[src/rtl/estagio_decodificacao_pkg.sv]
// Shared definitions for the decode stage: instruction field positions,
// register index width and the opcodes the rest of the pipeline recognises.
package estagio_decodificacao_pkg;

  localparam int LARGURA_INSTRUCAO = 32;
  localparam int LARGURA_INDICE    = 5;

  localparam int OPCODE_MSB = 31;
  localparam int OPCODE_LSB = 26;
  localparam int RS_MSB     = 25;
  localparam int RS_LSB     = 21;
  localparam int RT_MSB     = 20;
  localparam int RT_LSB     = 16;
  localparam int RD_MSB     = 15;
  localparam int RD_LSB     = 11;
  localparam int SHAMT_MSB  = 10;
  localparam int SHAMT_LSB  = 6;
  localparam int FUNCT_MSB  = 5;
  localparam int FUNCT_LSB  = 0;
  localparam int IMED_MSB   = 15;

  typedef enum logic [5:0] {
    OP_TIPO_R = 6'd0,
    OP_J      = 6'd2,
    OP_JAL    = 6'd3,
    OP_BEQ    = 6'd4,
    OP_LW     = 6'd35,
    OP_SW     = 6'd43
  } opcode_e;

  function automatic logic [31:0] estender_sinal(input logic [15:0] imed);
    return {{16{imed[15]}}, imed};
  endfunction

endpackage

[src/rtl/estagio_decodificacao_banco_registradores.sv]
// Register file with two combinational read ports, one write port and a
// write-through bypass so a same-cycle write is visible on the reads.
import estagio_decodificacao_pkg::*;

module banco_registradores #(
  parameter int LARGURA           = 32,
  parameter int NUM_REGISTRADORES = 32
) (
  input  logic                      clock,
  input  logic                      reset,
  input  logic [LARGURA_INDICE-1:0] i_endereco_a,
  input  logic [LARGURA_INDICE-1:0] i_endereco_b,
  input  logic                      i_escrita_habilitada,
  input  logic [LARGURA_INDICE-1:0] i_endereco_escrita,
  input  logic [LARGURA-1:0]        i_dado_escrita,
  output logic [LARGURA-1:0]        o_dado_a,
  output logic [LARGURA-1:0]        o_dado_b
);

  logic [LARGURA-1:0] r_registradores [NUM_REGISTRADORES];
  logic               w_escreve;

  assign w_escreve = i_escrita_habilitada && (i_endereco_escrita != '0);

  always_ff @(posedge clock) begin
    if (reset) begin
      for (int i = 0; i < NUM_REGISTRADORES; i++) begin
        r_registradores[i] <= '0;
      end
    end else if (w_escreve) begin
      r_registradores[i_endereco_escrita] <= i_dado_escrita;
    end
  end

  // Register 0 is hardwired; otherwise a pending write wins over stored data.
  always_comb begin
    o_dado_a = '0;
    o_dado_b = '0;
    if (i_endereco_a != '0) begin
      o_dado_a = (w_escreve && i_endereco_escrita == i_endereco_a) ?
                 i_dado_escrita : r_registradores[i_endereco_a];
    end
    if (i_endereco_b != '0) begin
      o_dado_b = (w_escreve && i_endereco_escrita == i_endereco_b) ?
                 i_dado_escrita : r_registradores[i_endereco_b];
    end
  end

endmodule

[src/rtl/estagio_decodificacao.sv]
// Instruction decode stage: IF/ID latch with stall/flush, field decode,
// immediate sign extension and register file operand read.
import estagio_decodificacao_pkg::*;

module estagio_decodificacao #(
  parameter int LARGURA           = 32,
  parameter int NUM_REGISTRADORES = 32
) (
  input  logic                         clock,
  input  logic                         reset,
  input  logic [LARGURA_INSTRUCAO-1:0] instrucao_entrada,
  input  logic [LARGURA-1:0]           endereco_entrada,
  input  logic                         valido_entrada,
  input  logic                         stall,
  input  logic                         flush,
  input  logic                         escrita_habilitada,
  input  logic [LARGURA_INDICE-1:0]    registrador_escrita,
  input  logic [LARGURA-1:0]           dado_escrita,
  output logic                         valido_saida,
  output logic [LARGURA-1:0]           endereco_saida,
  output logic [5:0]                   opcode,
  output logic [LARGURA_INDICE-1:0]    rs,
  output logic [LARGURA_INDICE-1:0]    rt,
  output logic [LARGURA_INDICE-1:0]    rd,
  output logic [4:0]                   shamt,
  output logic [5:0]                   funct,
  output logic [LARGURA-1:0]           imediato_estendido,
  output logic [LARGURA-1:0]           dado_rs,
  output logic [LARGURA-1:0]           dado_rt
);

  logic [LARGURA_INSTRUCAO-1:0] r_instrucao;
  logic [LARGURA-1:0]           r_endereco;
  logic                         r_valido;
  logic [31:0]                  w_imediato;

  // Flush outranks stall so a squashed slot always becomes a bubble.
  always_ff @(posedge clock) begin
    if (reset || flush) begin
      r_instrucao <= '0;
      r_endereco  <= '0;
      r_valido    <= 1'b0;
    end else if (!stall) begin
      r_instrucao <= instrucao_entrada;
      r_endereco  <= endereco_entrada;
      r_valido    <= valido_entrada;
    end
  end

  assign valido_saida   = r_valido;
  assign endereco_saida = r_endereco;
  assign opcode         = r_instrucao[OPCODE_MSB:OPCODE_LSB];
  assign rs             = r_instrucao[RS_MSB:RS_LSB];
  assign rt             = r_instrucao[RT_MSB:RT_LSB];
  assign rd             = r_instrucao[RD_MSB:RD_LSB];
  assign shamt          = r_instrucao[SHAMT_MSB:SHAMT_LSB];
  assign funct          = r_instrucao[FUNCT_MSB:FUNCT_LSB];
  assign w_imediato     = estender_sinal(r_instrucao[IMED_MSB:0]);
  assign imediato_estendido = LARGURA'(w_imediato);

  banco_registradores #(
    .LARGURA           (LARGURA),
    .NUM_REGISTRADORES (NUM_REGISTRADORES)
  ) u_banco_registradores (
    .clock                (clock),
    .reset                (reset),
    .i_endereco_a         (rs),
    .i_endereco_b         (rt),
    .i_escrita_habilitada (escrita_habilitada),
    .i_endereco_escrita   (registrador_escrita),
    .i_dado_escrita       (dado_escrita),
    .o_dado_a             (dado_rs),
    .o_dado_b             (dado_rt)
  );

endmodule
[config.mk]
export PLATFORM = sky130hd
export DESIGN_NAME = estagio_decodificacao
export DESIGN_NICKNAME = d
export VERILOG_FILES = /design/src/rtl/estagio_decodificacao_pkg.sv /design/src/rtl/estagio_decodificacao_banco_registradores.sv /design/src/rtl/estagio_decodificacao.sv
export SDC_FILE = /design/constraint.sdc
export NUM_CORES = 2
export LEC_CHECK = 0
export CORE_MARGIN = 3
export CORE_UTILIZATION = 40
export CTS_CLUSTER_DIAMETER = 150
export DETAILED_ROUTE_END_ITERATION = 16
export HOLD_SLACK_MARGIN = 0.02
export SYNTH_ARGS = -nofsm -noshare
export SYNTH_HDL_FRONTEND = slang
export SYNTH_SLANG_ARGS = --single-unit
export TNS_END_PERCENT = 20
[constraint.sdc]
create_clock -name clock -period 3.02 [get_ports clock]
set_input_delay 0.604 -clock clock [delete_from_list [all_inputs] [get_ports clock]]
set_output_delay 0.604 -clock clock [all_outputs]
set_load 0.02 [all_outputs]
==> reports/qor.yml <==
timing:
  rsz0062_at_grt: "yes"
  fmax_mhz: 257
  fin_worst_skew_ns: 0.000980
  min_period_ns: 3.89
  finalCritPeriodShare_pct: 129
  tightest_slew_ns: 0.713
  drv_slew: 0
  hold_viol: 0
  hold-worst-slack_ns: 0.297
  relSlewSlack_pct: 51.7
  layout_setup_ws_ns: -0.868
  finalSetupViolations: 64
yosys:
  syn-instance-count: 4417
  synth-seq-cells: 1099
  synth_ff_type: "edfxtp_1"
  synth.most_common_cell: "edfxtp_1"
  ys_seq_area_share_pct: 54.0
  synth.distinct_cells: 72
  yosysWarnings: 0
  synth-edff-count: 1024
  syn_avg_cell_area_um2: 13.5
  synth_top_area_cell: "edfxtp_1"
  synth_top_area_share_pct: 51.5
  yosys-top-cells-area: "edfxtp_1 (52%), mux4_2 (11%), and2_1 (9.1%)"
  async_flop_share_pct: 0
  yosys-top-cells-count: "edfxtp_1 (1,024), and2_1 (871), mux2i_1 (512), clkbuf_1 (315), mux4_2 (283)"
  syn_area_um2: 59700
setup_path:
  path_cells: "buf_12 > buf_12 > buf_8 > mux4_2 > mux4_2 > o211ai_1 > nand2_1 > buf_6"
  r2r_slack_ns: 2.00
  critPathArrivalTime_ns: 3.28
  crit_end: "dado_rt[4]"
  crit_type: "reg -> out"
  worst_path_max_delay_cell: "mux4_2"
  r2r_cells: 3
  critical_path.max_stage_delay_ns: 0.52
  timing.rr.start: "r_instrucao[18]"
  crit_buf_inv: 4
  cp_max_fo: 5
  crit_cells: 8
  cp-end-kind: "output pin"
  required_ns: 2.42
  startpoint_type: "register"
  path_delay_family: "multiplexers"
route:
  firstDrtPassIters: 6
  wl_mm: 239
  first_iter_violations: 6434
  drcViolationCount: 0
  wl_per_cell_um: 33.8
  antenna_left: 0
  viasPerCell: 6.32
  vias: 44600
cells_and_area:
  final-instance-count-excl-fill: 7058
  final-seq-area_um2: 32300
  multiInputGateArea_um2: 26100
  syn2layout_area_growth_pct: 26.4
  layout.nets: 5130
  drive_gt1_share_pct: 31.2
  fill_cells: 12500
  utilization_pct: 50.9
clock_tree:
  cts_buffer_depth: 3
  cts_tree: "built"
  cts_sinks: 1099
  clockRootBuffer: "clkbuf_16"
  cts_hold_buf: 0
  clk_latency_ns: 0.75
  clkTransAtPathRegs_ns: 0.06
  cts_buffers: 117
  cts-htree-levels: 3
pwr:
  leakage_nw: 25.8
  powerDensity_nw_per_um2: 507
  ir_worst_vdd_mv: 0.471
  finalPower_w: 0.0382
die:
  fp-row-count: 141
  die_w_um: 392
  dieArea_um2: 154000
  io_pins: 268
  core_um2: 148000
  start_util_pct: 40.3
  die_h_um: 392
status:
  status: "finished, violations left"
  failed_checks: "negative setup slack"
placement:
  dp_cells: 6742
  pre_cts_ws_ns: -1.04
  io_buffers: 267
  hpwl_mm: 157
  gp_congestion: 0.902
global_routing:
  gr-total-overflow: 0
  grt_pass1_wl_mm: 331
  grt_pass1_vias: 43700
  grt_max_degree: 55
  grt_usage_pct: 30.5
  grt_antenna_before_repair: 20
flow_run:
  max_cap_violations: 0
hold_path:
  hp-class: "in -> reg"
[timing repair]
| item | 4_1_cts | 5_1_grt |
|---|---|---|
| cloned | 6 | 5 |
| pin swaps | 60 | 72 |
| gates resized for setup | 368 | 210 |
| setup endpoints to repair | 64 | 64 |
| buffers inserted | 38 | 50 |
[through the flow]
stage / cell area [µm²] / TNS, ns
final: 75400 / -45.87
after global routing: 75400 / -49.85
after CTS: 74200 / -50.17
after detailed placement: 68600 / -44.89
after global placement: 68600 / -45.22
after floorplan: 59800 / -0.758
[layer usage]
| metal | vias to the layer above | wire length [µm] | track usage [%] |
|---|---|---|---|
| li1 | 18100 | - | - |
| met1 | 22800 | 91500 | 40.9 |
| met2 | 3074 | 108000 | 47.1 |
| met3 | 625 | 27200 | 6.68 |
| met4 | 6 | 12400 | 14.6 |
| met5 | - | 39 | 0 |
[how the worst min path moves through the flow]
stage | startpoint | endpoint | slack [ns] | depth (start not counted)
finish | reset | u_banco_registradores.r_registradores[0][16] | 0.30 | 1
floorplan | endereco_saida[0] | endereco_saida[0] | 0.59 | 2
global route | reset | u_banco_registradores.r_registradores[0][16] | 0.28 | 1
CTS | reset | u_banco_registradores.r_registradores[0][16] | 0.25 | 1
global placement | endereco_saida[10] | endereco_saida[10] | 0.47 | 2
detailed placement | endereco_saida[8] | endereco_saida[8] | 0.49 | 2
[where the power goes]
part,internal (W),switching (W),total (W)
Combinational,0.00234,0.00312,0.00546
Clock,0.00840,0.00644,0.0148
Sequential,0.0174,0.000450,0.0179
Total,0.0282,0.0100,0.0382
[flip-flops by register name, indices dropped and copies added, names as in the netlist, named ones only]
signal,count
endereco_saida,32
r_instrucao,32
u_banco_registradores.r_registradores,1024
valido_saida,1
[kinds of logic after synthesis]
kind of cell	synth area share, %
xor+xnor	0.147
flops	54.0
other cells	0.00628
compound gates	7.98
simple gates	13.1
mux	19.6
buf+inv	5.16
[cells in the final DEF (no fill, tap or decap), types with 16 or more instances in the layout]
cell type | netlist | layout
edfxtp_1 | 1024 | 1024
and2_1 | 871 | 869
mux2i_1 | 512 | 504
buf_4 | 48 | 503
mux4_2 | 283 | 286
clkdlybuf4s50_1 | 0 | 201
nor3_1 | 171 | 162
buf_12 | 23 | 161
clkbuf_16 | 0 | 127
nor2_1 | 127 | 92
a221oi_1 | 131 | 77
a221oi_2 | 29 | 73
dfxtp_1 | 75 | 65
o21ai_0 | 70 | 58
buf_6 | 37 | 51
nand2_1 | 61 | 45
a221o_1 | 43 | 43
or2_2 | 43 | 40
a21oi_1 | 67 | 39
a211oi_2 | 3 | 39
a211oi_1 | 79 | 37
nor2_4 | 1 | 36
conb_1 | 1 | 32
a22oi_1 | 50 | 31
a21oi_2 | 1 | 26
o21ai_1 | 22 | 25
clkinv_2 | 0 | 25
clkinv_1 | 2 | 20
a22oi_2 | 0 | 19
o211ai_1 | 18 | 18
nand2b_1 | 24 | 18
nor2b_1 | 22 | 18
clkbuf_1 | 315 | 18
inv_1 | 19 | 17
buf_16 | 0 | 16
[area by class of cell]
class / count / area share [%]
flip-flops and latches: 1099 / 42.8
clock inverters: 72 / 0.918
diodes: 5 / 0.0166
well taps: 1930 / 3.20
clock buffers: 147 / 4.27
multi-input cells: 2808 / 34.7
inverters: 22 / 0.111
repair buffers: 975 / 14.0
No activity file was read; power rests on OpenSTA's default activity.
